`config.mk`:
```
export PLATFORM = sky130hd
export DESIGN_NAME = inst_fetch_arb
export DESIGN_NICKNAME = d
export VERILOG_FILES = /design/src/rtl/gpgpu_fetch_pkg.sv /design/src/rtl/rr_arbiter.sv /design/src/rtl/inst_fetch_arb.sv
export SDC_FILE = /design/constraint.sdc
export NUM_CORES = 1
export LEC_CHECK = 0
export ABC_AREA = 0
export CORE_MARGIN = 1
export CORE_UTILIZATION = 51
export DETAILED_ROUTE_END_ITERATION = 16
export PLACE_DENSITY_LB_ADDON = 0.15
export SLEW_MARGIN = 0
export SYNTH_ARGS = -nofsm -noshare
export SYNTH_HDL_FRONTEND = slang
export SYNTH_HIERARCHICAL = 1
export SYNTH_SLANG_ARGS = --single-unit
```
`constraint.sdc`:
```
create_clock -name clk -period 7.9 [get_ports clk]
set_clock_uncertainty 0.15 [all_clocks]
set_input_delay 0.79 -clock clk [delete_from_list [all_inputs] [get_ports clk]]
set_output_delay 0.79 -clock clk [all_outputs]
set_load 0.05 [all_outputs]
```
`src/rtl/gpgpu_fetch_pkg.sv`:
```
// Shared definitions for the instruction fetch front end: pc-update commands
// and the default fetch-line width.
package gpgpu_fetch_pkg;

   typedef enum logic [1:0] {
      PC_SRC_HOLD   = 2'd0,
      PC_SRC_BRANCH = 2'd1,
      PC_SRC_PIPE   = 2'd2,
      PC_SRC_REPLAY = 2'd3
   } pc_src_e;

   localparam int DEFAULT_NUM_FETCH = 2;

endpackage

```
`src/rtl/rr_arbiter.sv`:
```
// Round-robin arbiter: picks the first requester at or after ptr, wrapping
// from N-1 back to 0. Returns a one-hot grant and its index.
module rr_arbiter #(
   parameter  int N = 8,
   localparam int W = $clog2(N)
) (
   input  logic [N-1:0] req,
   input  logic [W-1:0] ptr,
   output logic [N-1:0] grant,
   output logic [W-1:0] grant_idx,
   output logic         grant_valid
);

   logic [N-1:0] rot_req;
   logic [W-1:0] offset;

   // rot_req[i] is the request of warp (ptr + i) mod N
   generate
      for (genvar gi = 0; gi < N; gi++) begin : g_rot
         assign rot_req[gi] = req[ptr + W'(gi)];
      end
   endgenerate

   always_comb begin
      offset = '0;
      for (int i = N - 1; i >= 0; i--) begin
         if (rot_req[i]) offset = W'(i);
      end
   end

   assign grant_idx   = ptr + offset;
   assign grant_valid = |req;
   assign grant       = grant_valid ? (N'(1) << grant_idx) : '0;

endmodule

```
`src/rtl/inst_fetch_arb.sv`:
```
// Per-warp instruction fetch arbiter: round-robin icache request issue with
// in-flight tracking, flush-stale filtering and registered pc-update commands.
module inst_fetch_arb
   import gpgpu_fetch_pkg::*;
#(
   parameter  int NUM_WARP  = 8,
   parameter  int NUM_FETCH = DEFAULT_NUM_FETCH,
   localparam int WID_W     = $clog2(NUM_WARP)
) (
   input  logic                          clk,
   input  logic                          rst,
   input  logic [NUM_WARP-1:0]           warp_active_i,
   input  logic [NUM_WARP-1:0]           warp_stall_i,
   input  logic [NUM_WARP-1:0]           flush_i,
   input  logic [NUM_WARP*32-1:0]        pc_i,
   input  logic [NUM_WARP*NUM_FETCH-1:0] mask_i,
   output logic                          req_valid_o,
   input  logic                          req_ready_i,
   output logic [WID_W-1:0]              req_wid_o,
   output logic [31:0]                   req_pc_o,
   output logic [NUM_FETCH-1:0]          req_mask_o,
   input  logic                          rsp_valid_i,
   input  logic [WID_W-1:0]              rsp_wid_i,
   input  logic                          rsp_hit_i,
   output logic [NUM_WARP*2-1:0]         pc_src_o,
   output logic [31:0]                   replay_pc_o,
   output logic [NUM_FETCH-1:0]          replay_mask_o,
   output logic                          rsp_err_o
);

   logic [NUM_WARP-1:0]   inflight_reg, inflight_next;
   logic [NUM_WARP-1:0]   stale_reg, stale_next;
   logic [NUM_WARP*2-1:0] pc_src_reg, pc_src_next;
   logic                  lock_valid_reg;
   logic [WID_W-1:0]      lock_wid_reg;
   logic [31:0]           lock_pc_reg;
   logic [NUM_FETCH-1:0]  lock_mask_reg;
   logic [WID_W-1:0]      rr_ptr_reg;
   logic [31:0]           replay_pc_reg;
   logic [NUM_FETCH-1:0]  replay_mask_reg;
   logic                  rsp_err_reg;

   logic [31:0]           pc_buf [NUM_WARP];
   logic [NUM_FETCH-1:0]  mask_buf [NUM_WARP];

   logic [31:0]           pc_arr [NUM_WARP];
   logic [NUM_FETCH-1:0]  mask_arr [NUM_WARP];
   logic [NUM_WARP-1:0]   pulse_busy, eligible, grant_oh;
   logic [WID_W-1:0]      grant_idx;
   logic                  grant_valid, hs, rsp_ok, miss_fire;
   logic [31:0]           grant_pc;
   logic [NUM_FETCH-1:0]  grant_mask;

   // A warp stays ineligible during its pc_src pulse so the pc update lands first
   generate
      for (genvar gi = 0; gi < NUM_WARP; gi++) begin : g_warp
         assign pc_arr[gi]     = pc_i[gi*32 +: 32];
         assign mask_arr[gi]   = mask_i[gi*NUM_FETCH +: NUM_FETCH];
         assign pulse_busy[gi] = |pc_src_reg[gi*2 +: 2];
      end
   endgenerate

   assign eligible = warp_active_i & ~warp_stall_i & ~flush_i & ~inflight_reg & ~pulse_busy;

   rr_arbiter #(.N(NUM_WARP)) u_rr (
      .req         (eligible),
      .ptr         (rr_ptr_reg),
      .grant       (grant_oh),
      .grant_idx   (grant_idx),
      .grant_valid (grant_valid)
   );

   always_comb begin
      grant_pc   = '0;
      grant_mask = '0;
      for (int w = 0; w < NUM_WARP; w++) begin
         if (grant_oh[w]) begin
            grant_pc   = grant_pc | pc_arr[w];
            grant_mask = grant_mask | mask_arr[w];
         end
      end
   end

   assign req_valid_o = ~rst & (lock_valid_reg | grant_valid);
   assign req_wid_o   = lock_valid_reg ? lock_wid_reg  : grant_idx;
   assign req_pc_o    = lock_valid_reg ? lock_pc_reg   : grant_pc;
   assign req_mask_o  = lock_valid_reg ? lock_mask_reg : grant_mask;
   assign hs          = req_valid_o & req_ready_i;
   assign rsp_ok      = rsp_valid_i & inflight_reg[rsp_wid_i];

   always_comb begin
      inflight_next = inflight_reg;
      stale_next    = stale_reg;
      pc_src_next   = '0;
      miss_fire     = 1'b0;
      for (int w = 0; w < NUM_WARP; w++) begin
         if (flush_i[w] && (inflight_reg[w] ||
                            (lock_valid_reg && lock_wid_reg == WID_W'(w)) ||
                            (hs && req_wid_o == WID_W'(w))))
            stale_next[w] = 1'b1;
      end
      if (hs) inflight_next[req_wid_o] = 1'b1;
      // A completed response retires the warp even if flushed in the same cycle
      if (rsp_ok) begin
         inflight_next[rsp_wid_i] = 1'b0;
         stale_next[rsp_wid_i]    = 1'b0;
         if (!stale_reg[rsp_wid_i] && !flush_i[rsp_wid_i]) begin
            pc_src_next[{rsp_wid_i, 1'b0} +: 2] = rsp_hit_i ? PC_SRC_PIPE : PC_SRC_REPLAY;
            miss_fire = ~rsp_hit_i;
         end
      end
   end

   always_ff @(posedge clk) begin
      if (hs) begin
         pc_buf[req_wid_o]   <= req_pc_o;
         mask_buf[req_wid_o] <= req_mask_o;
      end
   end

   always_ff @(posedge clk) begin
      if (rst) begin
         inflight_reg    <= '0;
         stale_reg       <= '0;
         pc_src_reg      <= '0;
         lock_valid_reg  <= 1'b0;
         lock_wid_reg    <= '0;
         lock_pc_reg     <= '0;
         lock_mask_reg   <= '0;
         rr_ptr_reg      <= '0;
         replay_pc_reg   <= '0;
         replay_mask_reg <= '0;
         rsp_err_reg     <= 1'b0;
      end else begin
         inflight_reg <= inflight_next;
         stale_reg    <= stale_next;
         pc_src_reg   <= pc_src_next;
         if (hs) begin
            lock_valid_reg <= 1'b0;
            rr_ptr_reg     <= req_wid_o + WID_W'(1);
         end else if (grant_valid && !lock_valid_reg) begin
            lock_valid_reg <= 1'b1;
            lock_wid_reg   <= grant_idx;
            lock_pc_reg    <= grant_pc;
            lock_mask_reg  <= grant_mask;
         end
         if (miss_fire) begin
            replay_pc_reg   <= pc_buf[rsp_wid_i];
            replay_mask_reg <= mask_buf[rsp_wid_i];
         end
         if (rsp_valid_i && !inflight_reg[rsp_wid_i]) rsp_err_reg <= 1'b1;
      end
   end

   assign pc_src_o      = pc_src_reg;
   assign replay_pc_o   = replay_pc_reg;
   assign replay_mask_o = replay_mask_reg;
   assign rsp_err_o     = rsp_err_reg;

endmodule
```
# Word level (Yosys, flattened, before mapping)
# Memory sizes are Yosys's and may differ from the RTL's. A register that Yosys moved wholly into a read port is not among the register bits.
# Cells that the tools add are included.
# classes
addsub	10
order_cmp	12
n_eq_ne	14
shifts	3
mux	70
bitwise	36
n_reduce_logical	63
# op_table
op	count
$mux 32	9
$or 32x32->32	7
$and 8x8->8	6
$lt 3x4->1 const B	10
$not 8->8	5
$bmux 1 s3	11
$mux 8	4
$logic_and 1x1->1	29
$mux 3	9
$mux 1	26
$eq 3x3->1 const B	8
$mux 2	9
$reduce_or 2->1	9
$and 16x16->16	1
$logic_or 1x1->1	16
$shift 2x6->16 const A	1
$shiftx 2x6->16	1
$or 2x2->2	7
$add 3x3->3 const B	4
$eq 3x2->1 const B	4
$or 8x8->8	1
$reduce_or 8->1	1
$shl 1x3->8 const A	1
$add 3x1->3 const B	2
13 further kinds	27
# word_totals
reg_bits	74
ramBits	272
in_bits	304
out_inout_bits	89
elab_cells	219
n_memories	2
# mem_list
memory	depth	word_bits	rd	rd_clocked_by_memory_dff	write_ports	line_no	rtl
pc_buf	8	32	1	1	1	inst_fetch_arb.sv:43	logic [31:0] pc_buf [NUM_WARP];
mask_buf	8	2	1	1	1	inst_fetch_arb.sv:44	logic [NUM_FETCH-1:0] mask_buf [NUM_WARP];

# Longest topological paths before layout
# depth
ltp_word	34
ltp_mapped	22
depth_no_buf	19

# Cells and area by module
# The synthesis kept the hierarchy.
# modules_own_cells
module	instances	cells_each	area_each_um2	seq_area_each_um2
inst_fetch_arb	1	1273	16699.8	10329.9
rr_arbiter	1	93	865.8	0.0

# Worst setup path before layout
# Ideal clock, no wire load.
# synth_timing
kind	input port to flip-flop
start	in warp_stall_i[5]
end	reg inflight_reg[5]
t_arrival_ns	7.255
required_ns	7.682
path_slack_ns	0.427
path_stages	16
cell_sequence	or4b_2 > nor3_1 > mux4_1 > or2b_1 > o221a_2 > o21ai_0 > a22oi_1 > o211a_1 > ha_1 > inv_1 > fa_1 > inv_1 > mux2i_1 > inv_1 > nor3_1 > o221a_2
# synth_via
elab_chain_cells	25
elab_cells_between_ends	44
cone_classes	add/sub: 1; order compare: 2; mux: 29; bitwise: 10; reduce/logical: 2
# synth_rtl
element	line_no	rtl
start: declaration	inst_fetch_arb.sv:13	input logic [NUM_WARP-1:0] warp_stall_i,
$not 8->8 *	inst_fetch_arb.sv:63	assign eligible = warp_active_i & ~warp_stall_i & ~flush_i & ~inflight_reg & ~pulse_busy;
$and 8x8->8 * (4 in series)	inst_fetch_arb.sv:63	
via eligible[5]	inst_fetch_arb.sv:48	logic [NUM_WARP-1:0] pulse_busy, eligible, grant_oh;
$bmux 1 s3	rr_arbiter.sv:20	assign rot_req[gi] = req[ptr + W'(gi)];
$mux 1 (implied by the code)	rr_arbiter.sv:20	
$mux 3 (7 in series)	rr_arbiter.sv:27	if (rot_req[i]) offset = W'(i);
$mux 3 *	rr_arbiter.sv:27	
$add 3x3->3 *	rr_arbiter.sv:31	assign grant_idx = ptr + offset;
via grant_idx[1]	inst_fetch_arb.sv:49	logic [WID_W-1:0] grant_idx;
(+1 left out)	n/a	
via req_wid_o[1]	inst_fetch_arb.sv:19	output logic [WID_W-1:0] req_wid_o,
$lt 3x4->1 (implied by the code) / $ge 3x1->1 (equally long branches)	inst_fetch_arb.sv:102	if (hs) inflight_next[req_wid_o] = 1'b1;
$logic_and 1x1->1 (implied by the code)	inst_fetch_arb.sv:102	
$mux 1 (implied by the code)	inst_fetch_arb.sv:102	
$demux 1 s3 *	inst_fetch_arb.sv:102	
$or 8x8->8 (no source line) *	n/a	
$mux 8 *	inst_fetch_arb.sv:102	
$and 8x8->8 (no source line)	n/a	
$mux 8 *	inst_fetch_arb.sv:104	if (rsp_ok) begin
end signal: assignment	inst_fetch_arb.sv:135	inflight_reg <= inflight_next;
end: declaration	inst_fetch_arb.sv:31	logic [NUM_WARP-1:0] inflight_reg, inflight_next;
# The timed path passes the listed nets; every way through them passes the cells marked *. The select of a mux whose other input is x is not followed.
# A chain may end at the register's enable or synchronous reset.

# Worst setup path after layout
# layout_timing
start	in flush_i[7]
end	out req_pc_o[19]
# layout_via
elab_cells_between_ends	48
cone_classes	add/sub: 1; shift: 1; mux: 34; bitwise: 11; reduce/logical: 1
# layout_rtl
element	line_no	rtl
start: declaration	inst_fetch_arb.sv:14	input logic [NUM_WARP-1:0] flush_i,
$not 8->8 *	inst_fetch_arb.sv:63	
$and 8x8->8 * (3 in series)	inst_fetch_arb.sv:63	
via eligible[7]	inst_fetch_arb.sv:48	
$bmux 1 s3	rr_arbiter.sv:20	
$mux 1 (implied by the code)	rr_arbiter.sv:20	
$mux 3 (8 in series)	rr_arbiter.sv:27	
$add 3x3->3	rr_arbiter.sv:31	
$shl 1x3->8	rr_arbiter.sv:33	assign grant = grant_valid ? (N'(1) << grant_idx) : '0;
$mux 8 *	rr_arbiter.sv:33	
via grant_oh[6]	inst_fetch_arb.sv:48	
$mux 32 *	inst_fetch_arb.sv:77	if (grant_oh[w]) begin
$or 32x32->32	inst_fetch_arb.sv:78	grant_pc = grant_pc | pc_arr[w];
$mux 32 *	inst_fetch_arb.sv:77	
$mux 32 *	inst_fetch_arb.sv:86	assign req_pc_o = lock_valid_reg ? lock_pc_reg : grant_pc;
end: declaration	inst_fetch_arb.sv:20	output logic [31:0] req_pc_o,
# Marked as above.

==> results.toml <==
[critical_path]
rrSetupSlack_ps = 1970
crit_chain = "clkdlybuf4s50_1, or4b_2, nor3_1, mux4_1, or2b_1, o221a_2, o21ai_0, a22oi_1, o211a_1, ha_1, inv_1, fa_1, a211oi_1, nand2_1, mux2i_4, buf_4, a22oi_1, nand4_1, mux2_2, buf_12"
crit_slowest_cell = "or4b_2"
critPathLaunchType = "input pin"
critPathMaxStageDelay_ps = 680
crit_family = "simple AND/OR/NAND/NOR gates"
reg2reg_from = "pc_src_o[13]"
crit_fanout = 34
rr_worst_depth = 19
crit_arrival_ps = 6670
path_common_cell = "a22oi_1"
crit_buf_inv = 4
reg2reg_to = "inflight_reg[2]"
endpoint_kind = "output port"
worstSetupPathType = "in2out"
required_ps = 6960

[job]
max_cap_viol_count = 0

[clocking]
tritoncts = "built"
cts_hold_buf = 0
cts_setup_buffers = 0
cts_root_buf = "clkbuf_16"
cts_resized = 0
ctsHtreeMaxLevel = 2
clockBufferDepth = 3
clk_latency_ps = 550
clk_pin_slew_ps = 60
numCtsBuffers = 37
cts_num_sinks = 380

[synthesis]
syn-num-nets = 1685
synth.most_common_cell = "edfxtp_1"
synthTopCellsByCount = "272 x edfxtp_1, 152 x a22oi_1, 108 x dfxtp_1, 107 x nor2_1, 68 x clkbuf_1"
synth-seq-cells = 380
ys_seq_area_share_pct = 58.81
synthCells = 1366
syn_avg_cell_area_um2 = 12.86
synth_area_leaders = "edfxtp_1 46%, dfxtp_1 12%, a22oi_1 6.5%"
synth_edf_count = 272
ys.flop_type = "edfxtp_1"
async_flop_share_pct = 0
synthDistinctLibCells = 85
synth_largest_area_cell = "edfxtp_1"
ys_warn_count = 6
synth_top_cell_area_share_pct = 46.50
syn-cell-area_um2 = 17570

[final_layout]
fin_nets = 2034
largest_register_ffs = 256
finish.utilization_pct = 69.80
stdcell_count = 2199
drive_above_1_share_pct = 16.17
syn_to_final_growth_pct = 33.91

[placed_design]
post-dp-hpwl_um = 42820
routabilityCongestion = 0.9935
port_buffers = 392
dp_cells = 2124

[timing]
tightest_slew_ps = 1267
relSlewSlack_pct = 15.24
period_share_pct = 96.35
hold_viol_final = 0
period_needed_ps = 7612
setup_viol = 0
rsz0062_at_grt = "no"
maxSlewViolCount = 0
finalSetupTns_ps = 0
fmax_mhz = 131.4

[route]
via_per_inst = 6.501
vias = 14296
post_drt_wl_per_cell_um = 28.65
first_iter_violations = 1667
first_pass_iters = 5
drc = 0
antenna_left = 0
wl_um = 62990

[floorplan]
ios = 393
rows = 67
die_h_um = 187.6
die_x_um = 187.6
initial_utilization_pct = 52.12
core_um2 = 33700
dieArea_um2 = 35190

[global_routing]
grt_pass1_vias = 14018
track_usage_pct = 35.43
grt_overflow = 0
grt_pass1_wl_um = 92140
antenna_found_initial = 14
grt_start_max_net_pins = 56

[power]
power_density_nw_per_um2 = 458.7
power.total_mw = 10.79
p_leak_nw = 7.996
ir_drop_v = 0.0005821

[worst_hold_path]
min_path_type = "reg2reg"
hold_end = "rsp_err_o"
hold-path-cell-count = 2
min_from = "rsp_err_o"

[outcome]
status = "complete, no violations"
[where the power goes]
group	switching (mW)	leakage (nW)	total (mW)	internal, mW
Clock	0.765	0.571	1.72	0.958
Combinational	3.70	4.06	5.87	2.17
Sequential	0.100	3.37	3.19	3.09
[metrics by stage]
step	hold WS [ps]	cell area (um^2)	worst slack, ps
final	341.8	23520	288.1
after global routing	351.6	23500	197.2
after floorplan	307.1	17570	426.8
after detailed placement	322.6	22320	402.8
after CTS	338.8	23500	405.5
after global placement	324.2	22320	603.1
[layout make-up]
class / count / area (um^2)
clock buffer: 49 / 980.9
antenna: 7 / 17.52
clock inverter: 19 / 200.2
timing repair buffer: 425 / 4572
inverter: 14 / 52.55
multi-input combinational: 857 / 6807
sequential: 380 / 10330
tap: 448 / 560.5
fill: 2401 / 10180
[worst max path at each step]
| stage | startpoint | endpoint | slack, ps | cells past startpoint |
|---|---|---|---|---|
| 2_1_floorplan | warp_stall_i[5] | inflight_reg[5] | 430 | 16 |
| 3_3_place_gp | warp_stall_i[4] | req_pc_o[12] | 600 | 20 |
| 3_5_place_dp | flush_i[7] | req_pc_o[12] | 400 | 20 |
| 4_1_cts | flush_i[7] | req_pc_o[12] | 410 | 20 |
| 5_1_grt | warp_stall_i[6] | req_pc_o[12] | 200 | 20 |
| 6_report | flush_i[7] | req_pc_o[19] | 290 | 20 |
[kinds of logic (layout without fill, tap and decap cells)]
| kind of cell | after synthesis | in the layout | synth area share [%] |
|---|---|---|---|
| buf+inv | 129 | 507 | 3.326 |
| xor+xnor | 6 | 6 | 0.2992 |
| simple gates | 323 | 323 | 9.353 |
| other cells | 0 | 7 | 0 |
| fa+ha+maj | 15 | 15 | 1.111 |
| flops | 380 | 380 | 58.81 |
| mux | 144 | 144 | 10.99 |
| compound gates | 369 | 369 | 16.11 |
[per-layer routing]
| metal | up-vias | GRT usage, % | wire length (um) |
|---|---|---|---|
| met5 | - | 0 | 113 |
| met4 | 16 | 9.631 | 1770 |
| met3 | 128 | 8.235 | 6224 |
| met2 | 851 | 55.58 | 29270 |
| met1 | 7133 | 49.51 | 25610 |
| li1 | 6168 | - | - |
[worst min-delay path: cells and delay by family (launching register included)]
kind | cells | cell delay, ps
AOI/OAI and AO/OA | 1 | 40
DFF | 1 | 330
and+or+nand+nor | 1 | 80
[placed cells by master, fill, tap and decap left out, types with 33 or more instances in the layout]
master / n
clkdlybuf4s50_1: 354
edfxtp_1: 272
a22oi_1: 152
dfxtp_1: 107
nor2_1: 103
mux2_2: 62
nor3_1: 58
a21oi_1: 50
nand2_1: 45
mux2i_1: 42
buf_12: 40
nand4_1: 37
clkbuf_16: 37
a221oi_1: 33
(Power assumes the default switching activity.)
